==> src/rtl/fpu_pkg.sv <==
// rtl/fpu_pkg.sv - shared FPU constants and writeback entry type; FDIV_WB_DZ_EN adds the dz bit
package fpu_pkg;

  localparam int FDIV_LAT  = 3;
  localparam int FDIV_TAGW = 5;

  typedef struct packed {
    logic [FDIV_TAGW-1:0] tag;
    logic [31:0]          data;
`ifdef FDIV_WB_DZ_EN
    logic                 dz;
`endif
  } fdiv_wb_entry_t;

endpackage

==> src/rtl/fpu_sync_fifo.sv <==
// rtl/fpu_sync_fifo.sv - parameterised synchronous FIFO with occupancy count
module fpu_sync_fifo #(
  parameter int W     = 8,
  parameter int DEPTH = 4,
  localparam int CW   = $clog2(DEPTH + 1),
  localparam int PW   = (DEPTH > 1) ? $clog2(DEPTH) : 1
) (
  input  logic          clk,
  input  logic          rstn,
  input  logic          push,
  input  logic [W-1:0]  push_data,
  input  logic          pop,
  output logic [W-1:0]  head,
  output logic          empty,
  output logic [CW-1:0] count
);

  logic [W-1:0]  mem [DEPTH];
  logic [PW-1:0] wptr, rptr;
  logic          full, do_push, do_pop;

  function automatic logic [PW-1:0] wrap_inc(input logic [PW-1:0] p);
    return (p == PW'(DEPTH - 1)) ? '0 : p + 1'b1;
  endfunction

  assign empty   = (count == '0);
  assign full    = (count == CW'(DEPTH));
  assign do_push = push && !full;
  assign do_pop  = pop && !empty;
  // Head reads as zero when empty so the outputs are clean out of reset.
  assign head    = empty ? '0 : mem[rptr];

  always_ff @(posedge clk or negedge rstn) begin
    if (!rstn) begin
      wptr  <= '0;
      rptr  <= '0;
      count <= '0;
    end else begin
      if (do_push) wptr <= wrap_inc(wptr);
      if (do_pop)  rptr <= wrap_inc(rptr);
      case ({do_push, do_pop})
        2'b10:   count <= count + 1'b1;
        2'b01:   count <= count - 1'b1;
        default: ;
      endcase
    end
  end

  always_ff @(posedge clk) begin
    if (do_push) mem[wptr] <= push_data;
  end

endmodule

==> src/rtl/fdiv_wb_queue.sv <==
// rtl/fdiv_wb_queue.sv - fdiv writeback queue: tag tracking pipe, credit issue control, result FIFO
// Optional FDIV_WB_DZ_EN carries a zero/denormal-divisor flag alongside each tag.
module fdiv_wb_queue
  import fpu_pkg::*;
#(
  parameter int LAT   = FDIV_LAT,
  parameter int DEPTH = 4,
  parameter int TAGW  = FDIV_TAGW
) (
  input  logic            clk,
  input  logic            rstn,
  input  logic            issue_valid,
  input  logic [TAGW-1:0] issue_tag,
`ifdef FDIV_WB_DZ_EN
  input  logic [7:0]      issue_x2_exp,
  output logic            wb_dz,
`endif
  output logic            issue_ready,
  input  logic [31:0]     fdiv_y,
  output logic            wb_valid,
  input  logic            wb_ready,
  output logic [TAGW-1:0] wb_tag,
  output logic [31:0]     wb_data
);

  localparam int CW = $clog2(DEPTH + 1);
  localparam logic [CW:0] CREDITS = (CW + 1)'(DEPTH);

  logic            issue_fire, push, fifo_empty;
  logic [CW-1:0]   fifo_count, inflight;
  logic [LAT-1:0]  pipe_v;
  logic [TAGW-1:0] pipe_tag [LAT];
  fdiv_wb_entry_t  push_entry, head_entry;

  assign issue_fire  = issue_valid && issue_ready;
  assign push        = pipe_v[LAT-1];
  // Every issued division holds a FIFO slot from issue until it is popped.
  assign issue_ready = ({1'b0, fifo_count} + {1'b0, inflight}) < CREDITS;

  always_ff @(posedge clk or negedge rstn) begin
    if (!rstn) begin
      pipe_v   <= '0;
      inflight <= '0;
    end else begin
      pipe_v[0] <= issue_fire;
      for (int i = 1; i < LAT; i++) pipe_v[i] <= pipe_v[i-1];
      case ({issue_fire, push})
        2'b10:   inflight <= inflight + 1'b1;
        2'b01:   inflight <= inflight - 1'b1;
        default: ;
      endcase
    end
  end

  always_ff @(posedge clk) begin
    pipe_tag[0] <= issue_tag;
    for (int i = 1; i < LAT; i++) pipe_tag[i] <= pipe_tag[i-1];
  end

`ifdef FDIV_WB_DZ_EN
  logic [LAT-1:0] pipe_dz;

  always_ff @(posedge clk) begin
    pipe_dz[0] <= (issue_x2_exp == 8'h00);
    for (int i = 1; i < LAT; i++) pipe_dz[i] <= pipe_dz[i-1];
  end

  assign push_entry.dz = pipe_dz[LAT-1];
  assign wb_dz         = head_entry.dz;
`endif

  assign push_entry.tag  = pipe_tag[LAT-1];
  assign push_entry.data = fdiv_y;

  fpu_sync_fifo #(
    .W     ($bits(fdiv_wb_entry_t)),
    .DEPTH (DEPTH)
  ) u_fifo (
    .clk       (clk),
    .rstn      (rstn),
    .push      (push),
    .push_data (push_entry),
    .pop       (wb_ready),
    .head      (head_entry),
    .empty     (fifo_empty),
    .count     (fifo_count)
  );

  assign wb_valid = !fifo_empty;
  assign wb_tag   = head_entry.tag;
  assign wb_data  = head_entry.data;

endmodule

==> config.mk <==
export PLATFORM = sky130hd
export DESIGN_NAME = fdiv_wb_queue
export DESIGN_NICKNAME = d
export VERILOG_FILES = /design/src/rtl/fpu_pkg.sv /design/src/rtl/fpu_sync_fifo.sv /design/src/rtl/fdiv_wb_queue.sv
export SDC_FILE = /design/constraint.sdc
export NUM_CORES = 1
export LEC_CHECK = 0
export BUFFER_PORTS_ARGS = -buffer_cell sky130_fd_sc_hd__buf_2
export CORE_AREA = 10 10 135 162
export CTS_BUF_LIST = sky130_fd_sc_hd__clkbuf_8
export CTS_CLUSTER_SIZE = 10
export DETAILED_ROUTE_END_ITERATION = 10
export DIE_AREA = 0 0 145 172
export PLACE_DENSITY = 0.65
export SLEW_MARGIN = 20
export SYNTH_ARGS = -nofsm -noshare
export SYNTH_HDL_FRONTEND = slang
export SYNTH_SLANG_ARGS = --single-unit
==> constraint.sdc <==
create_clock -name clk -period 2.2 [get_ports clk]
set_input_delay 0.22 -clock clk [delete_from_list [all_inputs] [get_ports clk]]
set_output_delay 0.22 -clock clk [all_outputs]
set_load 0.005 [all_outputs]
# Yosys cells after proc, flatten, opt, wreduce, memory -nomap -nowiden
# Memories as Yosys holds them, arrays and structs flattened.
# Cells that the tools add are included.
# totals
regBits	13
ramBits	163
inputBits	41
n_memories	2
# mem_list
memory	depth	width	rd	rd_ports_with_merged_regs	write_ports	line	rtl
u_fifo.mem	4	37	1	0	1	fpu_sync_fifo.sv:18	logic [W-1:0] mem [DEPTH];
pipe_tag	3	5	3	0	3	fdiv_wb_queue.sv:32	logic [TAGW-1:0] pipe_tag [LAT];
# op_classes
n_addsub	7
magnitude_cmp	1
eq_ne	7
n_mux	7
reduce_logical	8
# op_table
operator	count
two-way mux 37 bit	1
case mux 3 bit (2 select lines)	2
== test 2 bit (second input constant)	4
adder 3 x 1 -> 3 bit (second input constant)	2
subtractor 3 x 1 -> 3 bit (second input constant)	2
adder 2 x 1 -> 2 bit (second input constant)	2
adder 3 x 3 -> 4 bit	1
== test 2 x 1 -> 1 bit (second input constant)	2
less-than comparator 4 x 3 -> 1 bit (second input constant)	1
two-way mux 2 bit	2
nonzero test 2 bit	2
== test 3 bit (second input constant)	1
logical AND 1 bit	3
logical NOT 3 bit	1
logical NOT 1 bit	2
two-way mux 1 bit	2

# Logic depth before layout (Yosys ltp)
# depth
ltp_word	5
depth_mapped	10

# By module
# Synthesis repeated with hierarchy kept, for this count alone.
# hier_totals
hier_cells	312
area_unflattened_um2	6623.9
# by_module_without_submodules
mod	instances	cells_per_inst	area_each_um2
fpu_sync_fifo	1	273	6019.5
fdiv_wb_queue	1	39	604.3

# Worst setup path before layout
# Ideal clock, no wire load.
# synth_path
path_type	flip-flop to flip-flop
from	register u_fifo.count[0]
to	memory u_fifo.mem[3][0] (netlist bit), enable pin
t_arrival_ps	1767
required_time_ps	1802
setup_slack_ps	35
path_stages_with_launch	4
path_buffers	0
synth_period_minus_slack_ps	2165
path_cell_list	dfrtp_1 inv_1 a31oi_1 and2_1
# synth_between
elab_chain_cells	5
# synth_lines
element	line	rtl
from (decl)	fpu_sync_fifo.sv:15	output logic [CW-1:0] count
from (signal assigned)	fpu_sync_fifo.sv:42	2'b10: count <= count + 1'b1;
from (signal assigned)	fpu_sync_fifo.sv:43	2'b01: count <= count - 1'b1;
== test 3 bit	fpu_sync_fifo.sv:27	assign full = (count == CW'(DEPTH));
logical NOT 1 bit	fpu_sync_fifo.sv:28	assign do_push = push && !full;
logical AND 1 bit	fpu_sync_fifo.sv:28	
two-way mux 1 bit	fpu_sync_fifo.sv:50	if (do_push) mem[wptr] <= push_data;
two-way mux 1 bit (not written as such)	fpu_sync_fifo.sv:50	
to (decl)	fpu_sync_fifo.sv:18	
# No other way between the ends.

# Worst setup path after layout
# layout_path
from	register u_fifo.rptr[0]
to	output wb_data[21]
# layout_between
elab_chain_cells	2
# layout_lines
element	line	rtl
from (decl)	fpu_sync_fifo.sv:19	logic [PW-1:0] wptr, rptr;
from (signal assigned)	fpu_sync_fifo.sv:40	if (do_pop) rptr <= wrap_inc(rptr);
memory read (4 x 37 bit)	n/a	
two-way mux 37 bit	fpu_sync_fifo.sv:31	assign head = empty ? '0 : mem[rptr];
to (decl)	fdiv_wb_queue.sv:23	output logic [31:0] wb_data
# No other way between the ends.

==> impl_metrics.env <==
export IMPL_dr_pass1_iters=4
export IMPL_final_core_utilization_pct=45.1
export IMPL_finalHoldViolCount=0
export IMPL_synth_top_family_by_area="multiplexers"
export IMPL_crit_path_start_kind="flop"
export IMPL_portBuffers=79
export IMPL_critical_path_arrival_ps=1940
export IMPL_drtAntennaViolNets=0
export IMPL_ys_top_cells_by_count="edfxtp_1, and2_1, mux4_2, dfxtp_1, dfrtp_1"
export IMPL_grt_use_total_pct=10.4
export IMPL_ir_drop_v=0.000636
export IMPL_drive_above_1_share_pct=41.3
export IMPL_rr_startpoint="u_fifo.count[2]"
export IMPL_ys_async_sr_fraction_pct=7.39
export IMPL_r2r_cells=9
export IMPL_grt_max_degree=39
export IMPL_ys_warn_count=0
export IMPL_yosys_area_top_type_share_pct=67.4
export IMPL_ys_seq_elements=176
export IMPL_cts_path_max_buffers=2
export IMPL_synth_area_top_cells="edfxtp_1, mux4_2, dfrtp_1, dfxtp_1, and2_1"
export IMPL_fmax_ghz=0.462
export IMPL_post_synth_top_count_cell="edfxtp_1"
export IMPL_max_cap_violations=0
export IMPL_synth_compound_area_share_pct=0.0949
export IMPL_synth_simple_area_share_pct=4.65
export IMPL_crit_type="reg -> out"
export IMPL_status="finished, final reports clean"
export IMPL_grt_overflow_total=0
export IMPL_syn_inst=310
export IMPL_r2r_slack_ps=120
export IMPL_vias=3247
export IMPL_post_dp_hpwl_um=7730
export IMPL_fp_row_count=55
export IMPL_reg2reg_to="inflight[2]"
export IMPL_cts_root_buffer="clkbuf_8"
export IMPL_drcViolationCount=0
export IMPL_multi_input_area_mm2=0.00149
export IMPL_synth_area_mm2=0.00660
export IMPL_critPathMaxFanout=14
export IMPL_wl_per_cell_um=17.9
export IMPL_power_mw=10.4
export IMPL_instances_no_fill=721
export IMPL_p_leak_nw=3.03
export IMPL_syn_num_nets=362
export IMPL_core_area_mm2=0.0186
export IMPL_avgSynthCellArea_um2=21.3
export IMPL_viasPerCell=4.50
export IMPL_ff_latch_area_mm2=0.00507
export IMPL_final_max_slew_violation_count=0
export IMPL_antenna_found_initial=0
export IMPL_seq_area_frac_synth_pct=76.9
export IMPL_clkTransAtPathRegs_ps=90
export IMPL_end_kind="output pin"
export IMPL_dieWidth_um=145
export IMPL_gp_routability_congestion=0.674
export IMPL_yosysTopAreaCell="edfxtp_1"
export IMPL_synth_edf_count=148
export IMPL_cts_tree="built"
export IMPL_min_path_type="in -> async"
export IMPL_synth_mux_area_share_pct=13.6
export IMPL_final_fill_count=1596
export IMPL_fin_crit_sh_pct=98.4
export IMPL_initialDrtViolationCount=156
export IMPL_die_area_mm2=0.0249
export IMPL_numCtsBuffers=17
export IMPL_skew_ps=13.7
export IMPL_synth_fa_ha_area_share_pct=2.31
export IMPL_die_h_um=172
export IMPL_synth_flop_cell="edfxtp_1"
export IMPL_clk_latency_ps=440
export IMPL_h_tree_depth=4
export IMPL_rsz0062_at_grt="true"
export IMPL_grt_pass1_vias=3651
export IMPL_clock_sinks=176
export IMPL_num_nets_final=504
export IMPL_min_period_ps=2160
export IMPL_powerDensity_mw_per_mm2=1230
export IMPL_diodes=0
export IMPL_synthDistinctLibCells=22
export IMPL_slew_headroom_pct=76.9
export IMPL_wl_um=12900
export IMPL_io_pins=80
export IMPL_worstMarginPinSlew_ps=346
export IMPL_cp_required_ps=1980
export IMPL_start_util_pct=35.4
export IMPL_synth_xor_area_share_pct=0.797
export IMPL_finalSetupViolCount=0
export IMPL_area_delta_synth_final_pct=27.5
export IMPL_dp_cells=648
export IMPL_grt_pass1_wl_um=19800
placed cells by master (no fill, tap or decap), types with 3 or more instances in the layout:
| cell | instances |
|---|---|
| dlygate4sd3_1 | 39 |
| mux4_2 | 37 |
| clkinvlp_4 | 3 |
| inv_1 | 15 |
| ha_1 | 8 |
| edfxtp_1 | 148 |
| buf_6 | 20 |
| and2_2 | 4 |
| dfrtp_1 | 11 |
| and2_1 | 20 |
| nor2_1 | 4 |
| and2_4 | 19 |
| dfxtp_1 | 15 |
| clkbuf_8 | 20 |
| buf_2 | 61 |
| buf_12 | 5 |
| buf_4 | 9 |
| mux2_2 | 4 |
| xor2_1 | 4 |
cells by family (layout without fill, tap and decap cells):
| kind of cell | after synthesis | in the layout |
|---|---|---|
| and+or+nand+nor | 51 | 51 |
| DFF | 176 | 176 |
| AOI/OAI and AO/OA | 1 | 1 |
| buffers and inverters | 22 | 177 |
| xor gates and xnor gates | 6 | 6 |
| muxes | 43 | 43 |
| adders and majority gates | 11 | 11 |
final cells by class:
type | count | share of cell area, %
Clock buffer | 20 | 3.27
Timing Repair Buffer | 135 | 13.2
Inverter | 10 | 0.446
Clock inverter | 12 | 1.16
Tap cell | 256 | 3.81
Sequential cell | 176 | 60.3
Multi-Input combinational cell | 112 | 17.7
worst max-delay path, cell delays in order, from the launching register on:
cell and delay, ps:
dfrtp_2 460, clkbuf_16 240, mux4_2 520, and2_4 180, buf_6 110
how the worst max path moves through the flow:
stage | from | endpoint | slack, ps
2_1_floorplan | u_fifo.count[0] | u_fifo.mem[3][0] | 30
3_3_place_gp | u_fifo.count[1] | inflight[2] | 80
3_5_place_dp | u_fifo.count[1] | inflight[2] | 6
4_1_cts | u_fifo.rptr[0] | wb_data[1] | -40
5_1_grt | u_fifo.rptr[0] | wb_data[13] | -70
6_report | u_fifo.rptr[0] | wb_data[21] | 40
per-layer routing:
layer / GRT usage (%) / routed length, µm / vias up
li1: - / - / 1488
met1: 12.1 / 5550 / 1680
met2: 17.6 / 6690 / 66
met3: 3.37 / 455 / 13
met4: 4.18 / 178 / 0
met5: 0 / 0 / -
registers in the layout (all words and copies together) (netlist names):
signal        count
pipe_v            3
inflight          3
u_fifo.wptr       2
u_fifo.mem      148
u_fifo.rptr       2
u_fifo.count      3
pipe_tag         15
stage by stage:
| stage | setup TNS (ps) | cell area (µm²) | setup slack [ps] | hold slack, ps |
|---|---|---|---|---|
| after global placement | 0 | 7420 | 81.6 | 116 |
| after CTS | -732 | 8210 | -43.2 | 143 |
| final | 0 | 8410 | 35.7 | 169 |
| after global routing | -1580 | 8410 | -65.2 | 181 |
| after floorplan | 0 | 6600 | 34.8 | -75.6 |
| after detailed placement | 0 | 7420 | 6.10 | 123 |
power by group:
part	switching, mW	internal, mW	total, mW
registers	0.245	4.13	4.38
logic	1.63	2.33	3.96
clock network	1.07	0.974	2.04
repair_timing:
action | 4_1_cts | 5_1_grt
buffers inserted | 0 | 1
cloned | 0 | 1
setup endpoints to repair | 31 | 39
gates resized for setup | 7 | 37
hold endpoints to repair | 147 | 0
hold buffers | 39 | 0
pin swaps | 0 | 4
Note: power is estimated with default switching activity, not from simulation.
